## config.mk

```make
export PLATFORM = sky130hd
export DESIGN_NAME = video_clk_sequencer
export DESIGN_NICKNAME = d
export VERILOG_FILES = /design/src/rtl/video_clk_sequencer.sv
export SDC_FILE = /design/constraint.sdc
export NUM_CORES = 1
export LEC_CHECK = 0
export ABC_CLOCK_PERIOD_IN_PS = 2800
export CAP_MARGIN = 20
export CORE_UTILIZATION = 60
export CTS_CLUSTER_SIZE = 16
export DETAILED_ROUTE_END_ITERATION = 6
export DONT_BUFFER_PORTS = 1
export HOLD_SLACK_MARGIN = 0.02
export PLACE_DENSITY = 0.76
export SLEW_MARGIN = 25
export SYNTH_ARGS = -nofsm -noshare
export SYNTH_HDL_FRONTEND = slang
export SYNTH_SLANG_ARGS = --single-unit
```

## constraint.sdc

```tcl
create_clock -name clk -period 2.8 [get_ports clk]
set_input_delay 0.56 -clock clk [delete_from_list [all_inputs] [get_ports clk]]
set_output_delay 0.56 -clock clk [all_outputs]
set_load 0.05 [all_outputs]
```

## src/rtl/video_clk_sequencer.sv

```systemverilog
// Video PLL bring-up sequencer: pulses PLL reset, waits for lock with timeout/retry,
// qualifies lock stability, then releases pixel-domain and serializer resets in order.
module video_clk_sequencer #(
   parameter int unsigned PLL_RST_CYCLES      = 16,
   parameter int unsigned LOCK_TIMEOUT_CYCLES = 1000000,
   parameter int unsigned LOCK_STABLE_CYCLES  = 1024,
   parameter int unsigned STAGGER_CYCLES      = 8
) (
   input  logic       clk,
   input  logic       reset_n,
   input  logic       enable,
   input  logic       pll_locked_i,
   output logic       pll_rst_o,
   output logic       video_rst_n_o,
   output logic       hdmi_rst_n_o,
   output logic       ready_o,
   output logic       lock_lost_o,
   output logic [7:0] retry_count_o
);

   localparam int unsigned MAX_A = (PLL_RST_CYCLES > LOCK_TIMEOUT_CYCLES) ?
                                   PLL_RST_CYCLES : LOCK_TIMEOUT_CYCLES;
   localparam int unsigned MAX_B = (LOCK_STABLE_CYCLES > STAGGER_CYCLES) ?
                                   LOCK_STABLE_CYCLES : STAGGER_CYCLES;
   localparam int unsigned MAX_P = (MAX_A > MAX_B) ? MAX_A : MAX_B;
   localparam int unsigned CW    = $clog2(MAX_P) + 1;

   localparam logic [CW-1:0] RST_LAST = CW'(PLL_RST_CYCLES - 1);
   localparam logic [CW-1:0] TO_LAST  = CW'(LOCK_TIMEOUT_CYCLES - 1);
   localparam logic [CW-1:0] STB_LAST = CW'(LOCK_STABLE_CYCLES - 1);
   localparam logic [CW-1:0] STG_LAST = CW'(STAGGER_CYCLES - 1);

   typedef enum logic [2:0] {
      IDLE,
      PLL_RST,
      WAIT_LOCK,
      STABLE,
      REL_VIDEO,
      RUN
   } state_t;

   state_t        state, state_nxt;
   logic [CW-1:0] cnt, cnt_nxt;
   logic          lk_m, lk_s;
   logic          retry_inc;
   logic          lost_nxt;

   always_ff @(posedge clk or negedge reset_n) begin
      if (!reset_n) begin
         lk_m <= 1'b0;
         lk_s <= 1'b0;
      end else begin
         lk_m <= pll_locked_i;
         lk_s <= lk_m;
      end
   end

   // In STABLE, cnt==0 on the entry cycle stands for the first qualified lock cycle.
   always_comb begin
      state_nxt = state;
      retry_inc = 1'b0;
      lost_nxt  = 1'b0;
      if (!enable) begin
         state_nxt = IDLE;
      end else begin
         case (state)
            IDLE:      state_nxt = PLL_RST;
            PLL_RST:   if (cnt == RST_LAST) state_nxt = WAIT_LOCK;
            WAIT_LOCK: begin
               if (lk_s) begin
                  state_nxt = STABLE;
               end else if (cnt == TO_LAST) begin
                  state_nxt = PLL_RST;
                  retry_inc = 1'b1;
               end
            end
            STABLE: begin
               if (!lk_s)                 state_nxt = WAIT_LOCK;
               else if (cnt == STB_LAST)  state_nxt = REL_VIDEO;
            end
            REL_VIDEO: begin
               if (!lk_s)                 state_nxt = PLL_RST;
               else if (cnt == STG_LAST)  state_nxt = RUN;
            end
            RUN: begin
               if (!lk_s) begin
                  state_nxt = PLL_RST;
                  lost_nxt  = 1'b1;
               end
            end
            default:   state_nxt = IDLE;
         endcase
      end
      cnt_nxt = ((state_nxt != state) || (state_nxt == IDLE)) ? '0 : cnt + CW'(1);
   end

   // Outputs are decoded from the next state so they align with the state register.
   always_ff @(posedge clk or negedge reset_n) begin
      if (!reset_n) begin
         state         <= IDLE;
         cnt           <= '0;
         pll_rst_o     <= 1'b1;
         video_rst_n_o <= 1'b0;
         hdmi_rst_n_o  <= 1'b0;
         ready_o       <= 1'b0;
         lock_lost_o   <= 1'b0;
         retry_count_o <= '0;
      end else begin
         state         <= state_nxt;
         cnt           <= cnt_nxt;
         pll_rst_o     <= (state_nxt == IDLE) || (state_nxt == PLL_RST);
         video_rst_n_o <= (state_nxt == REL_VIDEO) || (state_nxt == RUN);
         hdmi_rst_n_o  <= (state_nxt == RUN);
         ready_o       <= (state_nxt == RUN);
         lock_lost_o   <= lost_nxt;
         if (retry_inc && (retry_count_o != '1))
            retry_count_o <= retry_count_o + 8'd1;
      end
   end

endmodule
```

# After elaboration in Yosys (flattened, before gate mapping)
# Index checks and enable logic that the tools add are counted.
word_totals:
  ram_bits: 0
  mem_count: 0
  input_bits: 4
  out_inout_bits: 13
  latch_bits: 0
  reg_bits: 38
  romBits: 0
op_classes:
  n_bitwise: 0
  eq_ne: 14
  n_div: 0
  n_mux: 18
  reduce_logical: 6
  n_shift: 0
  magnitude_cmp: 0
  addsub: 2
  multipliers: 0
ops:
  columns: ["operator", "n"]
  rows:
  - ["$mux 3", 9]
  - ["$add 21x1->21 const B", 1]
  - ["$eq 21x10->1 const B", 1]
  - ["$eq 21x20->1 const B", 1]
  - ["$eq 21x3->1 const B", 1]
  - ["$eq 21x4->1 const B", 1]
  - ["$mux 21", 1]
  - ["$pmux 3 s6", 1]
  - ["$eq 3x3->1 const B", 4]
  - ["$add 8x1->8 const B", 1]
  - ["$ne 8x8->1 const B", 1]
  - ["$mux 1", 7]
  - ["$eq 3x1->1 const B", 2]
  - ["$eq 3x2->1 const B", 2]
  - ["$logic_not 3->1", 2]
  - ["$logic_or 1x1->1", 3]
  - ["$ne 3x3->1", 1]
  - ["$logic_and 1x1->1", 1]

# Longest topological paths before layout
logic_depth:
  ltp_word: 8
  mapped_depth: 10
  mapped_depth_nobuf: 8

# Least setup slack after synthesis
# OpenSTA, ideal clock, no wires.
synth_path:
  kind: "reg-to-reg"
  startpoint: "reg cnt[7]"
  endpoint: "reg retry_count_o[7]"
  t_arrival_ns: 2.242
  slack_ns: 0.476
  path_stages_with_launch: 8
  required_time_ns: 2.718
  path_cell_list: "dfrtp_1 -> or3_1 -> or4_4 -> nor4_4 -> o2111a_2 -> nand4_4 -> nor2_1 -> xor2_1"
synth_between:
  elab_chain_len: 6
synth_rtl:
  columns: ["item", "line", "rtl"]
  rows:
  - ["start: declaration", "43", "logic [CW-1:0] cnt, cnt_nxt;"]
  - ["start signal: assignment", "110", "cnt <= cnt_nxt;"]
  - ["$eq 21x20->1", "72", "end else if (cnt == TO_LAST) begin"]
  - ["$mux 1", "72", null]
  - ["$mux 1", "70", "if (lk_s) begin"]
  - ["$mux 1", "66", "case (state)"]
  - ["$mux 1", "63", "if (!enable) begin"]
  - ["$logic_and 1x1->1", "116", "if (retry_inc && (retry_count_o != '1))"]
  - ["end signal: assignment", "117", "retry_count_o <= retry_count_o + 8'd1;"]
  - ["end: declaration", "18", "output logic [7:0] retry_count_o"]
# Every way passes these cells.
# A chain may end at the register's enable or synchronous reset.

# Worst setup path after layout
layout_path:
  startpoint: "reg cnt[0]"
  endpoint: "reg retry_count_o[5]"
# The elaborated chain is that of the path after synthesis.

==> reports/results.txt <==
clock latency on the worst-skew pair: 0.35 ns
CP Capture Type: register
Port Buf Inserts: 0
post-layout min period: 2.51 ns
Max Cap Violations: 0
R2R depth: 8
final design utilization: 0.699
Fin. Hold Viols: 0
Mapped Cells: 189
synthesis warning total: 0
Adder-Cell Fraction of Synth Area: 0.0133
number of global-route vias before repair: 1336
Worst-Margin Slew: 0.875 ns
DIE AREA: 0.00336 mm2
DRT iter0 DRCs: 68
worst hold path class: input pin to async pin
Critical R2R Launch: cnt[0]
Synth Area in Compound Gates: 0.0333
Synth cell types: 36
Synth Area in Simple Gates: 0.284
outcome: finished, violations left
Synth area leaders: dfrtp_1, nor2_1, xor2_1, xnor2_1, nand2_1
gr usage total: 0.238
Commonest cells post-synth: dfrtp_1, nor2_1, nand2_1, xor2_1, xnor2_1
Post-Synth XOR/XNOR Area: 0.121
final critical-path share of the clock period: 0.896
number of synthesized flops with an enable pin: 0
total wire length: 3330 um
CP max stage delay: 0.58 ns
asr flop ratio synth: 1.00
I/O pin cnt: 17
H-tree depth: 2
RSZ-0062 raised after global routing: false
post-DR vias/cell: 5.96
WHS: 0.0325 ns
area share of the leading cell type in the synthesized netlist: 0.493
hpwl dp: 2330 um
routability cong.: 0.848
DR WL/cell: 14.7 um
syn nets: 195
global-route wire length before repair: 5890 um
Layout area overhead: 6.27%
Tot Pwr: 0.000877 W
largest family of logic cells by synthesized area: simple AND/OR/NAND/NOR gates
Critical Path RT: 3.07 ns
via count: 1352
worst path arrival time: 2.78 ns
Layout Skew: 0.0105 ns
DRC: 2
Final #Nets: 201
Crit-path slowest cell: or4_4
core area: 0.00285 mm2
chip width: 57.9 um
# setup viols final: 0
cell area power density: 440 mW/mm2
Reg2Reg Capture Point: retry_count_o[5]
largest net degree at the start of global routing: 38
initial antenna violation count: 0
mux cell area share after synthesis: 0.0167
Slew Limit Fails: 0
biggest area consumer among synthesized cells: dfrtp_1
P_leak: 0.875 nW
failing checks: DRC
clock sink count: 38
cts bufs inserted: 5
Netlist Area Pre-Place: 0.00188 mm2
fraction of layout cells with a size suffix above 1: 0.0969
CP Launch Point: cnt[0]
sequential cell area fraction in the yosys report: 0.507
Top FF cell, synth: dfrtp_1
CTS root buf: clkbuf_4
syn_area_per_cell: 9.93 um2
flop-to-flop setup slack: 0.29 ns
dpl cell area: 0.00190 mm2
crit-path cells: ha_1 -> nand3_1 -> or4_4 -> nor4_4 -> o2111a_2 -> nand4_4 -> nor2_1 -> xor2_1
# rows: 19
f_max: 398 MHz
CTS tree: yes
grt ovf: 0
antenna-violating nets left: 0
post-route cell area: 0.00199 mm2
Starting Density: 0.658
ANT cells: 0
Critical Path Fanout Max: 6
Setup crit end: retry_count_o[5]
setup tns final: 0 ns
Yosys reg bits: 38
FILL cells: 206
drt pass-1 iters: 7
kind of critical path: register to register
clock buffer depth: 2
crit path launch type: register
peak supply drop: 0.298 mV
Rel. slew slack: 0.417
Die Y: 57.9 um
Worst-path clk slew: 0.11 ns
## placed cells by master (no fill, tap or decap), drive strengths merged, types with 2 or more instances in the layout
cell	netlist	final
a31oi	2	2
and2	2	2
and3	4	4
and4	3	3
buf	5	4
clkbuf	1	7
dfrtp	37	37
ha	2	2
inv	3	3
mux2i	2	2
nand2	20	20
nand3	9	9
nand4	8	8
nor2	37	37
nor2b	4	4
nor3	4	4
nor4	4	4
o21ai	2	2
or3	2	2
or4	4	4
xnor2	12	12
xor2	14	14
## repair_timing
action | CTS | global route
hold buffers | 1 | 1
buffers inserted | 0 | 0
endpoints found under the hold margin | 37 | 1
gates resized for setup | 0 | 0
## per-stage QoR
stage	std cells	setup slack (ns)
after global routing	227	0.0196
after global placement	217	0.340
final	227	0.290
after floorplan	189	0.476
after CTS	226	0.281
after detailed placement	217	0.292
## registers in the layout, summed over array words and instances, names as in the netlist
name / cells
retry_count_o: 8
ready_o: 1
lk_m: 1
lock_lost_o: 1
video_rst_n_o: 1
state: 3
cnt: 21
lk_s: 1
pll_rst_o: 1
## worst max-delay path, delay by kind of cell, from the launching register on
family | cells | cell delay [ns]
compound gates | 1 | 0.34
xor+xnor | 1 | 0.15
fa+ha+maj | 1 | 0.23
flops | 1 | 0.40
simple gates | 5 | 1.32
## how the worst min path moves through the flow
stage / startpoint / end / slack (ns) / cells after the start
floorplan: reset_n / cnt[0] / 0.26 / 0
global placement: reset_n / ready_o / 0.27 / 0
CTS: reset_n / cnt[17] / 0.03 / 1
detailed placement: reset_n / video_rst_n_o / 0.27 / 0
global route: reset_n / ready_o / 0.02 / 1
finish: reset_n / lk_m / 0.03 / 1
## kinds of logic (layout without fill, tap and decap cells)
group / after synthesis / in the layout
buffers and inverters: 9 / 16
adder cells (fa/ha/maj): 2 / 2
flip-flops: 38 / 38
AO/OA/AOI/OAI: 9 / 9
multiplexers: 3 / 3
XOR/XNOR: 26 / 26
AND/OR/NAND/NOR: 102 / 102
## per-layer routing
metal	vias up	routed length (um)	track usage	part of all wire
met3	7	145	0.0692	0.044
met1	660	1450	0.288	0.44
met2	32	1690	0.394	0.51
met4	0	50	0.109	0.015
met5	-	0	0	0
li1	653	-	-	-
## power by group
group	switching (W)	internal [W]	leakage, nW
logic	0.0000198	0.00000909	0.320
clock network	0.000170	0.000122	0.0353
registers	0.00000400	0.000552	0.520
total	0.000194	0.000683	0.875
## area by class of cell
cell class	count	area (um2)	area share
Multi-Input combinational cell	142	880	0.441
Timing Repair Buffer	5	52.6	0.0263
Inverter	3	11.3	0.00565
Clock inverter	1	5.00	0.00251
Tap cell	31	38.8	0.0194
Clock buffer	7	55.1	0.0276
Sequential cell	38	952	0.477
Note: power is estimated with default switching activity, not from simulation.
